`src/rtl/accel_pkg.sv`:
```
// Shared accelerator package: width defaults common to the tile loader and the
// store engine, tile element-count derivation and the store_v FSM state type.
package accel_pkg;

    localparam int unsigned ADDR_WIDTH_DEF = 24;
    localparam int unsigned DATA_WIDTH_DEF = 8;
    localparam int unsigned TILE_WIDTH_DEF = 256;

    // Vector length field and the written-element counter. The counter has one
    // extra bit so a full 1023-element vector, padded or not, never wraps.
    localparam int unsigned LEN_WIDTH = 10;
    localparam int unsigned CNT_WIDTH = LEN_WIDTH + 1;

    function automatic int unsigned elem_count(input int unsigned tile_w,
                                               input int unsigned data_w);
        return tile_w / data_w;
    endfunction

    typedef enum logic [2:0] {
        StIdle,
        StWaitTile,
        StWriting,
        StNextTile,
        StDone
    } store_v_state_t;

endpackage

```
`src/rtl/store_v_tile_buf.sv`:
```
// Tile holding buffer for the store engine. Captures a whole tile in one
// cycle when capture is high and presents one element through an indexed
// read mux.
//   clk, rst_n : clock, asynchronous active-low reset (buffer clears to 0)
//   capture    : load tile_in into the buffer on this rising edge
//   tile_in    : ELEM_COUNT packed elements, element i at bits [i*DATA_WIDTH +: DATA_WIDTH]
//   rd_idx     : element select
//   rd_data    : selected element
module store_v_tile_buf import accel_pkg::*; #(
    parameter int unsigned TILE_WIDTH = TILE_WIDTH_DEF,
    parameter int unsigned DATA_WIDTH = DATA_WIDTH_DEF,
    localparam int unsigned ELEM_COUNT = elem_count(TILE_WIDTH, DATA_WIDTH),
    localparam int unsigned IDX_WIDTH  = $clog2(ELEM_COUNT)
) (
    input  logic                  clk,
    input  logic                  rst_n,
    input  logic                  capture,
    input  logic [TILE_WIDTH-1:0] tile_in,
    input  logic [IDX_WIDTH-1:0]  rd_idx,
    output logic [DATA_WIDTH-1:0] rd_data
);

    logic [DATA_WIDTH-1:0] tile_q [ELEM_COUNT];

    always_ff @(posedge clk or negedge rst_n) begin
        if (!rst_n) begin
            for (int unsigned i = 0; i < ELEM_COUNT; i++) begin
                tile_q[i] <= '0;
            end
        end else if (capture) begin
            for (int unsigned i = 0; i < ELEM_COUNT; i++) begin
                tile_q[i] <= tile_in[i*DATA_WIDTH +: DATA_WIDTH];
            end
        end
    end

    assign rd_data = tile_q[rd_idx];

endmodule

```
`src/rtl/store_v.sv`:
```
// Vector store engine. Latches a DRAM base address and element count on a
// start pulse, takes the vector as TILE_WIDTH-bit tiles from the writeback
// path and writes them one element per accepted cycle to the byte-wide memory
// port, then pulses valid_out.
//   clk, rst_n           : clock, asynchronous active-low reset
//   valid_in             : start pulse, only honoured while idle
//   dram_addr, length    : base byte address and element count, latched on start
//   tile_in, tile_valid  : incoming tile (element 0 at the lowest address)
//   tile_ready           : engine is waiting for a tile
//   tile_done            : one-cycle pulse after the last write of each tile
//   valid_out            : one-cycle pulse when the whole vector is written
//   busy                 : engine is not idle
//   mem_we, mem_addr, mem_wdata, mem_ready : memory write port with handshake
// Build option: define STORE_V_ZERO_PAD_EN to pad the final partial tile with
// zero writes up to a full tile; otherwise writing stops at exactly length.
module store_v import accel_pkg::*; #(
    parameter int unsigned TILE_WIDTH = TILE_WIDTH_DEF,
    parameter int unsigned DATA_WIDTH = DATA_WIDTH_DEF,
    parameter int unsigned ADDR_WIDTH = ADDR_WIDTH_DEF
) (
    input  logic                  clk,
    input  logic                  rst_n,
    input  logic                  valid_in,
    input  logic [ADDR_WIDTH-1:0] dram_addr,
    input  logic [LEN_WIDTH-1:0]  length,
    input  logic [TILE_WIDTH-1:0] tile_in,
    input  logic                  tile_valid,
    output logic                  tile_ready,
    output logic                  tile_done,
    output logic                  valid_out,
    output logic                  busy,
    output logic                  mem_we,
    output logic [ADDR_WIDTH-1:0] mem_addr,
    output logic [DATA_WIDTH-1:0] mem_wdata,
    input  logic                  mem_ready
);

    localparam int unsigned ELEM_COUNT = elem_count(TILE_WIDTH, DATA_WIDTH);
    localparam int unsigned IDX_WIDTH  = $clog2(ELEM_COUNT);
    localparam logic [IDX_WIDTH-1:0] LAST_IDX = IDX_WIDTH'(ELEM_COUNT - 1);

    store_v_state_t        state_q, state_d;
    logic [ADDR_WIDTH-1:0] addr_q, addr_d;
    logic [LEN_WIDTH-1:0]  len_q, len_d;
    logic [CNT_WIDTH-1:0]  wr_cnt_q, wr_cnt_d;
    logic [IDX_WIDTH-1:0]  idx_q, idx_d;

    logic                  start;
    logic                  tile_accept;
    logic                  wr_accept;
    logic                  elem_last;
    logic                  more_left;
    logic                  last_write;
    logic [DATA_WIDTH-1:0] buf_data;

    assign start       = (state_q == StIdle) && valid_in;
    assign tile_accept = (state_q == StWaitTile) && tile_valid;
    assign wr_accept   = (state_q == StWriting) && mem_ready;
    assign elem_last   = (idx_q == LAST_IDX);
    // True while the element about to be written lies inside the vector.
    assign more_left   = (wr_cnt_q < {1'b0, len_q});

`ifdef STORE_V_ZERO_PAD_EN
    // Always finish the whole tile; slots past length are written as zero.
    assign last_write = elem_last;
    assign mem_wdata  = more_left ? buf_data : '0;
`else
    logic len_reached;
    assign len_reached = ((wr_cnt_q + CNT_WIDTH'(1)) == {1'b0, len_q});
    assign last_write  = elem_last || len_reached;
    assign mem_wdata   = buf_data;
`endif

    store_v_tile_buf #(
        .TILE_WIDTH (TILE_WIDTH),
        .DATA_WIDTH (DATA_WIDTH)
    ) u_tile_buf (
        .clk     (clk),
        .rst_n   (rst_n),
        .capture (tile_accept),
        .tile_in (tile_in),
        .rd_idx  (idx_q),
        .rd_data (buf_data)
    );

    // State and datapath registers.
    always_ff @(posedge clk or negedge rst_n) begin
        if (!rst_n) begin
            state_q  <= StIdle;
            addr_q   <= '0;
            len_q    <= '0;
            wr_cnt_q <= '0;
            idx_q    <= '0;
        end else begin
            state_q  <= state_d;
            addr_q   <= addr_d;
            len_q    <= len_d;
            wr_cnt_q <= wr_cnt_d;
            idx_q    <= idx_d;
        end
    end

    // Next-state logic.
    always_comb begin
        state_d = state_q;
        unique case (state_q)
            StIdle: begin
                if (valid_in) begin
                    state_d = (length == '0) ? StDone : StWaitTile;
                end
            end
            StWaitTile: begin
                if (tile_valid) begin
                    state_d = StWriting;
                end
            end
            StWriting: begin
                if (mem_ready && last_write) begin
                    state_d = StNextTile;
                end
            end
            StNextTile: begin
                state_d = more_left ? StWaitTile : StDone;
            end
            StDone: begin
                state_d = StIdle;
            end
            default: begin
                state_d = StIdle;
            end
        endcase
    end

    // Datapath next-state: address, length, written count, element index.
    // A stalled write (mem_ready low) leaves everything untouched.
    always_comb begin
        addr_d   = addr_q;
        len_d    = len_q;
        wr_cnt_d = wr_cnt_q;
        idx_d    = idx_q;
        if (start) begin
            addr_d   = dram_addr;
            len_d    = length;
            wr_cnt_d = '0;
        end
        if (tile_accept) begin
            idx_d = '0;
        end
        if (wr_accept) begin
            addr_d   = addr_q + ADDR_WIDTH'(1);
            wr_cnt_d = wr_cnt_q + CNT_WIDTH'(1);
            if (!last_write) begin
                idx_d = idx_q + IDX_WIDTH'(1);
            end
        end
    end

    // Moore outputs.
    always_comb begin
        tile_ready = (state_q == StWaitTile);
        tile_done  = (state_q == StNextTile);
        valid_out  = (state_q == StDone);
        busy       = (state_q != StIdle);
        mem_we     = (state_q == StWriting);
    end

    assign mem_addr = addr_q;

endmodule

```
`config.mk`:
```
export PLATFORM = sky130hd
export DESIGN_NAME = store_v
export DESIGN_NICKNAME = d
export VERILOG_FILES = /design/src/rtl/accel_pkg.sv /design/src/rtl/store_v_tile_buf.sv /design/src/rtl/store_v.sv
export SDC_FILE = /design/constraint.sdc
export NUM_CORES = 1
export LEC_CHECK = 0
export CAP_MARGIN = 15
export CORE_UTILIZATION = 51
export DETAILED_ROUTE_END_ITERATION = 8
export GPL_ROUTABILITY_DRIVEN = 0
export PLACE_DENSITY = 0.8
export SYNTH_ARGS = -nofsm -noshare
export SYNTH_HDL_FRONTEND = slang
export SYNTH_SLANG_ARGS = --single-unit
```
`constraint.sdc`:
```
create_clock -name clk -period 3.4 [get_ports clk]
set_input_delay 0.68 -clock clk [delete_from_list [all_inputs] [get_ports clk]]
set_output_delay 0.68 -clock clk [all_outputs]
set_load 0.05 [all_outputs]
```
==> results of run 1 <==
[per-layer routing]
| layer | routed length (um) | vias up | track usage | part of all wire |
|---|---|---|---|---|
| met3 | 4560 | 144 | 0.0632 | 0.098 |
| li1 | - | 5810 | - | - |
| met1 | 17200 | 6366 | 0.409 | 0.37 |
| met5 | 13 | - | 0 | 0.00028 |
| met2 | 22300 | 828 | 0.515 | 0.48 |
| met4 | 2460 | 2 | 0.180 | 0.053 |
[power by group through the flow]
stage	sequential [mW]	combinational, mW	clock, mW
detailed placement	6.56	6.59	0
floorplan	6.50	4.24	0
global placement	6.55	6.31	0
finish	6.63	7.12	3.60
global route	6.75	7.71	3.78
CTS	6.54	6.99	3.65
[critical path, delay by kind of cell (launching register included)]
kind | cells | cell delay [ns]
buffers and inverters | 3 | 0.44
flip-flops | 1 | 0.47
multiplexers | 3 | 1.42
[worst max path at each step]
stage                     startpoint  slack, ns  cells after the start            to
after floorplan             idx_q[0]       0.31                      5  mem_wdata[0]
after global placement      idx_q[0]       0.39                      5  mem_wdata[3]
after detailed placement    idx_q[0]       0.36                      5  mem_wdata[3]
after CTS                   idx_q[0]      -0.12                      6  mem_wdata[3]
after global routing        idx_q[0]      -0.16                      6  mem_wdata[3]
final                       idx_q[0]      -0.13                      6  mem_wdata[3]
[per-stage QoR]
| step | setup TNS (ns) | worst slack [ns] | util | area [um2] | power, mW |
|---|---|---|---|---|---|
| detailed placement | 0 | 0.357 | 0.657 | 18500 | 13.2 |
| floorplan | 0 | 0.313 | - | 14700 | 10.7 |
| CTS | -0.503 | -0.116 | 0.705 | 19800 | 17.2 |
| finish | -0.559 | -0.126 | 0.708 | 19900 | 17.3 |
| global placement | 0 | 0.394 | 0.657 | 18500 | 12.9 |
| global route | -0.867 | -0.159 | 0.707 | 19900 | 18.2 |
[cell families after synthesis]
kind of cell | count (synthesis) | share of synthesized area
adder cells (fa/ha/maj) | 14 | 0.0119
AO/OA/AOI/OAI | 106 | 0.0491
XOR/XNOR | 7 | 0.00416
AND/OR/NAND/NOR | 930 | 0.250
buffers and inverters | 110 | 0.0300
multiplexers | 90 | 0.130
flip-flops | 309 | 0.525
[synth_stat cells (8+ instances only)]
cell type | instances | area [um2]
nand2_1 | 813 | 3050
mux2_2 | 9 | 101
a31oi_1 | 9 | 56.3
o21ai_0 | 34 | 170
and3_1 | 11 | 68.8
nor2_1 | 44 | 165
mux4_2 | 80 | 1800
nor3_1 | 12 | 60.1
a21oi_1 | 8 | 40.0
a211oi_1 | 13 | 97.6
buf_1 | 11 | 41.3
dfrtp_1 | 309 | 7730
nand3_1 | 18 | 90.1
ha_1 | 14 | 175
inv_1 | 15 | 56.3
clkbuf_1 | 73 | 274
[state kept, by name, indices dropped and copies added, names as in the netlist]
signal / count
u_tile_buf.tile_q: 256
mem_addr: 24
wr_cnt_q: 11
len_q: 10
idx_q: 5
state_q: 3
[timing repair]
| item | in CTS | in global routing |
|---|---|---|
| buffers inserted | 4 | 0 |
| hold endpoints to repair | 0 | 0 |
| endpoints found under the setup margin | 8 | 8 |
| gates cloned | 4 | 2 |
| resized for setup | 21 | 1 |
[layout make-up]
type,count,area (um2),share of cell area
inverter,15,56.3,0.00283
multi-input combinational,1147,6580,0.331
tap,378,473,0.0238
clock buffer,49,998,0.0502
clock inverter,10,88.8,0.00447
antenna,4,10.0,0.000504
sequential,309,7740,0.389
timing repair buffer,365,3930,0.198
==> flow_summary.ini, run 1 <==
[run_status]
status = complete, but fails checks
violations = negative setup slack

[grt]
grt_max_degree = 117
grt_pass1_vias = 13077
grt_first_pass_wirelength_mm = 71.1
grt-ovfl-total = 0
grt_usage = 0.320
antenna_found_initial = 2

[clocking]
path_clk_slew_ns = 0.06
clockRootBuffer = clkbuf_16
cts_made_buffers = 34
ctsHoldBuffers = 0
cts_tree = done
htreeDepth = 2
clock_latency_ns = 0.51
cts_num_sinks = 309
cts_buffer_depth = 3

[power]
pwr-share-clk = 0.208
vdd_drop_max_mv = 0.785
intPower_mw = 10.7
p_comb_frac = 0.410
powerDensity_nw_per_um2 = 873
p_leak_nw = 9.36
p_sw_frac = 0.385
netSwitchingPower_mw = 6.69
seq_power_share = 0.382

[timing]
slew_viol_final = 0
finClkSkew_ns = 0.0138
layout_setup_ws_ns = -0.126
slew-limit-headroom = 0.485
hold_viol_final = 0
holdWs_ns = 0.217
max_freq_mhz = 284
worstMarginPinSlew_ns = 0.770
setup_viol = 7
fin_crit_sh = 1.04
grt_setup_unrepaired = yes
fin_crit_ns = 3.53

[finish]
stdcell_count = 2277
area_delta_synth_final_pct = 34.9
final_cell_mix = nand2_1 (812), clkdlybuf4s50_1 (322), dfrtp_1 (307), mux4_2 (80), nor2_1 (44)
drive_above_1_share = 0.102
nNetsFinal = 2181
layout_commonest_cell = nand2_1
nFillCells = 2002

[die]
die_height_um = 172
io_pins = 332
rows = 61
initial_core_util = 0.524
core-area_um2 = 28100
die_area_um2 = 29600
die_w_um = 172

[place]
portBuffers = 331
dp.cells = 2203
hpwl_mm = 32.3

[worst_setup_path]
worst_path_largest_cell_delay_ns = 0.55
critPathSlowestCell = mux4_2
crit_arrival_ns = 2.85
timing.rr.start = wr_cnt_q[0]
critPathRequiredTime_ns = 2.72
rr_endpoint = idx_q[2]
crit_path_start_kind = flip-flop
critPathMaxFanout = 8
path_cells = buf_12, buf_16, mux4_2, mux4_2, mux2_4, buf_6
reg2reg_slack_ns = 0.82
crit_top_cell = mux4_2
criticalPathCategory = flip-flop to primary output
endpoint_kind = primary output
reg2reg_depth = 8

[route]
firstDrtPassIters = 7
routed_wirelength_mm = 46.5
vias = 13150
antenna_left = 0
wl_per_cell_um = 20.4
drc = 0
via_per_inst = 5.78
drtIter0Drc = 1379

[yosys]
synth_nets = 1875
synth_cell_types = 60
synth_edf_count = 0
synth_seq_area_share = 0.525
yosys_warnings = 0
synthArstFlopShare = 1.00
synth_flop_cell = dfrtp_1
synth_cells = 1566
synth-seq-cells = 309
syn_area_um2 = 14700
syn_area_per_cell_um2 = 9.40

[job]
maxCapViolations = 0

[worst_hold_path]
worst_hold_path_type = primary input to async pin
(Power assumes the default switching activity.)
==> run 2, diff against run 1 <==
- CTS_CLUSTER_DIAMETER: not set -> 100
==> results of run 2 <==
The final DEF is identical to that of run 1; final timing and power are the same.
